[config.mk]
export PLATFORM = sky130hd
export DESIGN_NAME = seven_segment_scan_controller_flat
export DESIGN_NICKNAME = d
export VERILOG_FILES = /design/src/rtl/seven_segment_scan_controller_if.sv /design/src/rtl/seven_segment_scan_controller.sv /design/src/flat_wrapper.sv
export SDC_FILE = /design/constraint.sdc
export NUM_CORES = 1
export LEC_CHECK = 0
export CAP_MARGIN = 15
export CORE_AREA = 2 2 148 150
export DETAILED_ROUTE_END_ITERATION = 12
export DIE_AREA = 0 0 150 152
export PLACE_DENSITY_LB_ADDON = 0.2
export SLEW_MARGIN = 40
export SYNTH_ARGS = -nofsm -noshare
export SYNTH_HDL_FRONTEND = slang
export SYNTH_SLANG_ARGS = --single-unit
[constraint.sdc]
create_clock -name clk -period 3.7 [get_ports clk]
set_input_delay 0.555 -clock clk [delete_from_list [all_inputs] [get_ports clk]]
set_output_delay 0.555 -clock clk [all_outputs]
set_load 0.01 [all_outputs]
[src/rtl/seven_segment_scan_controller_if.sv]
// Display-side bundle for the seven-segment scan controller:
// frame load handshake, scan controls and the registered drive outputs.
interface seven_segment_scan_controller_if #(
  parameter int w_digit  = 6,
  parameter int w_bright = 4
);
  logic                   load;
  logic [8*w_digit-1:0]   frame;
  logic [w_digit-1:0]     enable_mask;
  logic [w_bright-1:0]    brightness;
  logic                   ready;
  logic [7:0]             abcdefgh;
  logic [w_digit-1:0]     digit;
  logic                   frame_done;

  modport master (
    output load,
    output frame,
    output enable_mask,
    output brightness,
    input  ready,
    input  abcdefgh,
    input  digit,
    input  frame_done
  );

  modport slave (
    input  load,
    input  frame,
    input  enable_mask,
    input  brightness,
    output ready,
    output abcdefgh,
    output digit,
    output frame_done
  );
endinterface

[src/rtl/seven_segment_scan_controller.sv]
// Multiplexed seven-segment scanner: blanked digit slots, PWM dimming,
// and a shadow/active frame pair committed only at frame boundaries.
module seven_segment_scan_controller #(
  parameter int clk_mhz      = 50,
  parameter int w_digit      = 6,
  parameter int slot_cycles  = 50000,
  parameter int blank_cycles = 500,
  parameter int w_bright     = 4
) (
  input logic clk,
  input logic rst,
  seven_segment_scan_controller_if.slave bus
);

  localparam int w_idx = (w_digit > 1) ? $clog2(w_digit) : 1;
  localparam int w_cnt = $clog2(slot_cycles);

  typedef logic [w_idx-1:0]     idx_t;
  typedef logic [w_cnt-1:0]     cnt_t;
  typedef logic [w_bright-1:0]  pwm_t;
  typedef logic [w_digit-1:0]   dig_t;
  typedef logic [8*w_digit-1:0] frm_t;

  typedef enum logic {
    ST_BLANK,
    ST_ON
  } state_t;

  localparam cnt_t last_cnt  = cnt_t'(slot_cycles - 1);
  localparam cnt_t blank_cnt = cnt_t'(blank_cycles);

  if (clk_mhz < 1 || slot_cycles <= blank_cycles + 1) begin : g_bad_params
    $error("seven_segment_scan_controller: bad timing parameters");
  end

  state_t state, state_n;
  cnt_t   cnt, cnt_n;
  idx_t   idx, idx_n;
  logic   valid, valid_n;
  pwm_t   pwm, pwm_n;
  logic   pending, pending_n;
  frm_t   shadow, shadow_n;
  frm_t   active, active_n;

  logic [7:0] seg_q, seg_n;
  dig_t       dig_q, dig_n;
  logic       ready_q;
  logic       done_q;

  logic wrap;
  logic boundary;
  logic commit;
  logic take;
  logic lit;

  logic hi_found;
  logic lo_found;
  idx_t hi_idx;
  idx_t lo_idx;
  idx_t pick;

  // Next enabled digit above idx, else the lowest enabled one.
  always_comb begin
    hi_found = 1'b0;
    lo_found = 1'b0;
    hi_idx   = idx;
    lo_idx   = idx;
    for (int i = w_digit - 1; i >= 0; i--) begin
      if (bus.enable_mask[i]) begin
        lo_found = 1'b1;
        lo_idx   = idx_t'(i);
        if (idx_t'(i) > idx) begin
          hi_found = 1'b1;
          hi_idx   = idx_t'(i);
        end
      end
    end
    pick = hi_found ? hi_idx : lo_idx;
  end

  always_comb begin
    state_n = state;
    pwm_n   = pwm;
    wrap    = (cnt == last_cnt);
    cnt_n   = wrap ? '0 : cnt + 1'b1;

    if (cnt_n == blank_cnt) begin
      state_n = ST_ON;
    end else if (wrap) begin
      state_n = ST_BLANK;
    end

    unique case (state)
      ST_ON:    pwm_n = pwm + 1'b1;
      ST_BLANK: pwm_n = pwm;
      default:  pwm_n = pwm;
    endcase

    boundary = wrap && (!lo_found || pick <= idx);
    idx_n    = (wrap && lo_found) ? pick : idx;
    valid_n  = wrap ? lo_found : valid;

    commit    = boundary && pending;
    take      = bus.load && !pending;
    active_n  = commit ? shadow : active;
    shadow_n  = take ? bus.frame : shadow;
    pending_n = take || (pending && !commit);

    lit = (state_n == ST_ON) && valid_n &&
          ((bus.brightness == '1) || (pwm_n < bus.brightness));

    seg_n = '0;
    dig_n = '0;
    if (lit) begin
      seg_n = active_n[8*int'(idx_n) +: 8];
      dig_n = dig_t'(1) << idx_n;
    end
  end

  always_ff @(posedge clk) begin
    if (!rst) begin
      state   <= ST_BLANK;
      cnt     <= '0;
      idx     <= '0;
      valid   <= 1'b1;
      pwm     <= '0;
      pending <= 1'b0;
      shadow  <= '0;
      active  <= '0;
      seg_q   <= '0;
      dig_q   <= '0;
      ready_q <= 1'b1;
      done_q  <= 1'b0;
    end else begin
      state   <= state_n;
      cnt     <= cnt_n;
      idx     <= idx_n;
      valid   <= valid_n;
      pwm     <= pwm_n;
      pending <= pending_n;
      shadow  <= shadow_n;
      active  <= active_n;
      seg_q   <= seg_n;
      dig_q   <= dig_n;
      ready_q <= !pending_n;
      done_q  <= boundary;
    end
  end

  assign bus.abcdefgh   = seg_q;
  assign bus.digit      = dig_q;
  assign bus.ready      = ready_q;
  assign bus.frame_done = done_q;

endmodule

[src/flat_wrapper.sv]
// flat-port wrapper written by rule: the top's interface ports become plain ports
module seven_segment_scan_controller_flat 
#(
  parameter int clk_mhz      = 50,
  parameter int w_digit      = 6,
  parameter int slot_cycles  = 50000,
  parameter int blank_cycles = 500,
  parameter int w_bright     = 4
)
  (clk, rst, bus_load, bus_frame, bus_enable_mask, bus_brightness, bus_ready, bus_abcdefgh, bus_digit, bus_frame_done);
  seven_segment_scan_controller_if #(.w_digit(w_digit), .w_bright(w_bright)) bus_i ();
  input logic clk;
  input logic rst;
  input wire logic [$bits(bus_i.load)-1:0] bus_load;
  input wire logic [$bits(bus_i.frame)-1:0] bus_frame;
  input wire logic [$bits(bus_i.enable_mask)-1:0] bus_enable_mask;
  input wire logic [$bits(bus_i.brightness)-1:0] bus_brightness;
  output wire logic [$bits(bus_i.ready)-1:0] bus_ready;
  output wire logic [$bits(bus_i.abcdefgh)-1:0] bus_abcdefgh;
  output wire logic [$bits(bus_i.digit)-1:0] bus_digit;
  output wire logic [$bits(bus_i.frame_done)-1:0] bus_frame_done;
  assign bus_i.load = bus_load;
  assign bus_i.frame = bus_frame;
  assign bus_i.enable_mask = bus_enable_mask;
  assign bus_i.brightness = bus_brightness;
  assign bus_ready = bus_i.ready;
  assign bus_abcdefgh = bus_i.abcdefgh;
  assign bus_digit = bus_i.digit;
  assign bus_frame_done = bus_i.frame_done;
  seven_segment_scan_controller #(.clk_mhz(clk_mhz), .w_digit(w_digit), .slot_cycles(slot_cycles), .blank_cycles(blank_cycles), .w_bright(w_bright)) u_core (.clk(clk), .rst(rst), .bus(bus_i));
endmodule
==> impl_metrics.env <==
export IMPL_run_status="finished clean"
export IMPL_cts_setup_buffers=0
export IMPL_drt_wl_total_um=15690
export IMPL_die_area_um2=22800
export IMPL_die_h_um=152
export IMPL_grt_total_usage_pct=14.35
export IMPL_ys_types=59
export IMPL_vias_per_cell=4.540
export IMPL_syn_area_um2=6247
export IMPL_async_reset_ff_share_pct=0
export IMPL_slew_headroom_pct=53.86
export IMPL_layout_common_cells="163 x nand2_1, 138 x dfxtp_1, 75 x clkdlybuf4s50_1"
export IMPL_vdd_drop_max_uv=254.2
export IMPL_p_leak_uw=0.003103
export IMPL_slew_viol_final=0
export IMPL_fmax_mhz=293.3
export IMPL_synth_avg_cell_area_um2=9.080
export IMPL_placedInstanceArea_um2=7435
export IMPL_routedWlPerCell_um=14.74
export IMPL_slowest_stage="clkdlybuf4s50_1"
export IMPL_antenna_found_initial=0
export IMPL_drive_gt1_share_pct=12.12
export IMPL_firstDrtPassIters=4
export IMPL_start_kind="primary input"
export IMPL_worst_path_largest_cell_delay_ns=0.56
export IMPL_core_um2=21350
export IMPL_cts_root_buf="clkbuf_16"
export IMPL_clk_pin_slew_ns=0.06
export IMPL_fill_cells=2227
export IMPL_overflow=0
export IMPL_drtAntennaViolNets=0
export IMPL_layout_min_cycle_time_ns=3.409
export IMPL_clock_sinks=138
export IMPL_hp_class="flip-flop to flip-flop"
export IMPL_grt_pass1_vias=4807
export IMPL_portBuffers=76
export IMPL_seq_area_um2=2763
export IMPL_synth_seq_area_share_pct=44.22
export IMPL_cellPowerDensity_nw_per_um2=426.9
export IMPL_fp_dieW_um=150
export IMPL_n_antenna_cell=0
export IMPL_ys_flop_type="dfxtp_1"
export IMPL_first_iter_violations=189
export IMPL_io_pins=77
export IMPL_grt_max_degree=112
export IMPL_post_dp_hpwl_um=10730
export IMPL_power_uw=3418
export IMPL_layout_commonest_cell="nand2_1"
export IMPL_initial_core_util_pct=29.26
export IMPL_synth_nets=757
export IMPL_clock_latency_ns=0.42
export IMPL_drc=0
export IMPL_rows=54
export IMPL_worstMarginPinSlew_ns=0.6920
export IMPL_ctsHoldBuffers=0
export IMPL_rsz0062_at_grt="false"
export IMPL_nets=841
export IMPL_setup_viol_count_final=0
export IMPL_grt_pass1_wl_um=25610
export IMPL_design_area_um2=8005
export IMPL_place_congestion=0.7795
export IMPL_multi_input_area_um2=3232
export IMPL_cts_tree="done"
export IMPL_area_delta_synth_final_pct=28.14
export IMPL_cts_resized=0
export IMPL_fin_skew_ns=0.007937
export IMPL_cp_required_ns=3.99
export IMPL_worstPathMaxFanout=33
export IMPL_hold_viol_final=0
export IMPL_path_class="primary input to flip-flop"
export IMPL_cap_violations=0
export IMPL_routed_via_count=4831
export IMPL_synthCells=688
export IMPL_arrival_ns=3.70
export IMPL_synth_warnings=0
export IMPL_path_cells="clkdlybuf4s50_1 > nand2b_1 > o311ai_1 > a21oi_2 > mux2i_2 > ha_1 > nor2b_1 > o21a_1 > o21ai_1 > nand3_2 > buf_12 > mux2i_1 > nand2_1 > a32oi_1 > o22ai_1"
export IMPL_final_period_utilization_pct=92.15
export IMPL_h_tree_depth=4
export IMPL_synth_edff_count=0
export IMPL_cts_buffer_depth=2
export IMPL_cts_buffers=17
export IMPL_critPathCaptureType="flip-flop"
export IMPL_ys_seq_elements=138
registers in the layout, indices dropped and copies added (netlist names):
signal / flops
u_core.bus.frame_done: 1
u_core.bus.ready: 1
u_core.idx: 3
u_core.pending: 1
u_core.state: 1
u_core.bus.digit: 6
u_core.pwm: 4
u_core.valid: 1
u_core.cnt: 16
u_core.active: 48
u_core.bus.abcdefgh: 8
u_core.shadow: 48
critical path, delay by kind of cell:
family / cells / cell delay (ns)
AO/OA/AOI/OAI: 6 / 1.11
buffers and inverters: 2 / 0.78
AND/OR/NAND/NOR: 4 / 0.51
multiplexers: 2 / 0.48
adder cells (fa/ha/maj): 1 / 0.27
cell usage after synthesis, types with 3 or more instances:
cell type | instances | area share, %
dfxtp_1 | 138 | 44
buf_6 | 5 | 0.90
o22ai_1 | 8 | 0.80
nor2_1 | 16 | 0.96
inv_1 | 14 | 0.84
clkbuf_1 | 22 | 1.3
o21ai_0 | 6 | 0.48
xnor2_1 | 12 | 1.7
a21boi_0 | 64 | 7.7
nor3_1 | 7 | 0.56
nor2b_1 | 39 | 3.9
a32oi_1 | 9 | 1.3
nand2_1 | 163 | 9.8
nand3_1 | 9 | 0.72
a21oi_1 | 13 | 1.0
ha_1 | 8 | 1.6
o21a_1 | 3 | 0.36
nand3_2 | 3 | 0.48
nor3b_1 | 3 | 0.36
buf_2 | 12 | 0.96
mux2_2 | 9 | 1.6
and2_1 | 10 | 1.0
and3_1 | 4 | 0.40
nand4b_1 | 3 | 0.42
or3_1 | 4 | 0.40
mux2i_1 | 48 | 7.7
nand4_1 | 4 | 0.40
xor2_1 | 7 | 0.98
layer usage:
layer,GRT usage [%],up-vias,wire length [um]
met4,3.908,0,173
li1,-,2508,-
met2,22.31,86,6968
met3,3.453,17,573
met5,0,-,0
met1,19.84,2220,7971
worst paths after layout:
kind	from	end	slack (ns)	depth (start not counted)
max reg2reg	u_core.idx[0]	u_core.bus.abcdefgh[1]	0.50	14
min reg2reg	u_core.active[40]	u_core.active[40]	0.46	2
min	u_core.active[40]	u_core.active[40]	0.46	2
max	bus_enable_mask[3]	u_core.bus.abcdefgh[1]	0.29	15
per-stage QoR:
stage	setup WS [ns]	utilization, %	TNS, ns	cells	hold slack, ns
after global routing	0.03508	37.49	0	1064	0.4946
after floorplan	0.5345	-	0	688	0.4281
after CTS	0.2927	37.49	0	1064	0.4665
final	0.2906	37.49	0	1064	0.4647
after detailed placement	-0.1350	34.82	-0.7743	1033	0.4587
after global placement	-0.06833	34.80	-0.2355	1033	0.4553
logic make-up (layout without fill, tap and decap cells):
| kind of cell | Yosys count | after routing | synth area share (%) |
|---|---|---|---|
| AO/OA/AOI/OAI | 125 | 125 | 14.74 |
| XOR/XNOR | 19 | 19 | 2.664 |
| adder cells (fa/ha/maj) | 8 | 8 | 1.602 |
| buffers and inverters | 57 | 153 | 4.386 |
| flip-flops | 138 | 138 | 44.22 |
| multiplexers | 61 | 61 | 10.35 |
| AND/OR/NAND/NOR | 280 | 280 | 22.03 |
power by group:
group | leakage (uW) | internal (uW) | total [uW] | switching [uW]
clock | 0.000272 | 1000 | 1660 | 651
combinational | 0.00171 | 119 | 212 | 93.1
sequential | 0.00112 | 1520 | 1550 | 30.6
cell type report:
class,instances,area share (%)
clock inverter,11,1.547
clock buffer,20,5.580
inverter,14,0.6565
multi-input combinational,493,40.37
tap,280,4.376
sequential,138,34.51
timing repair buffer,108,12.96
Note: power is estimated with default switching activity, not from simulation.
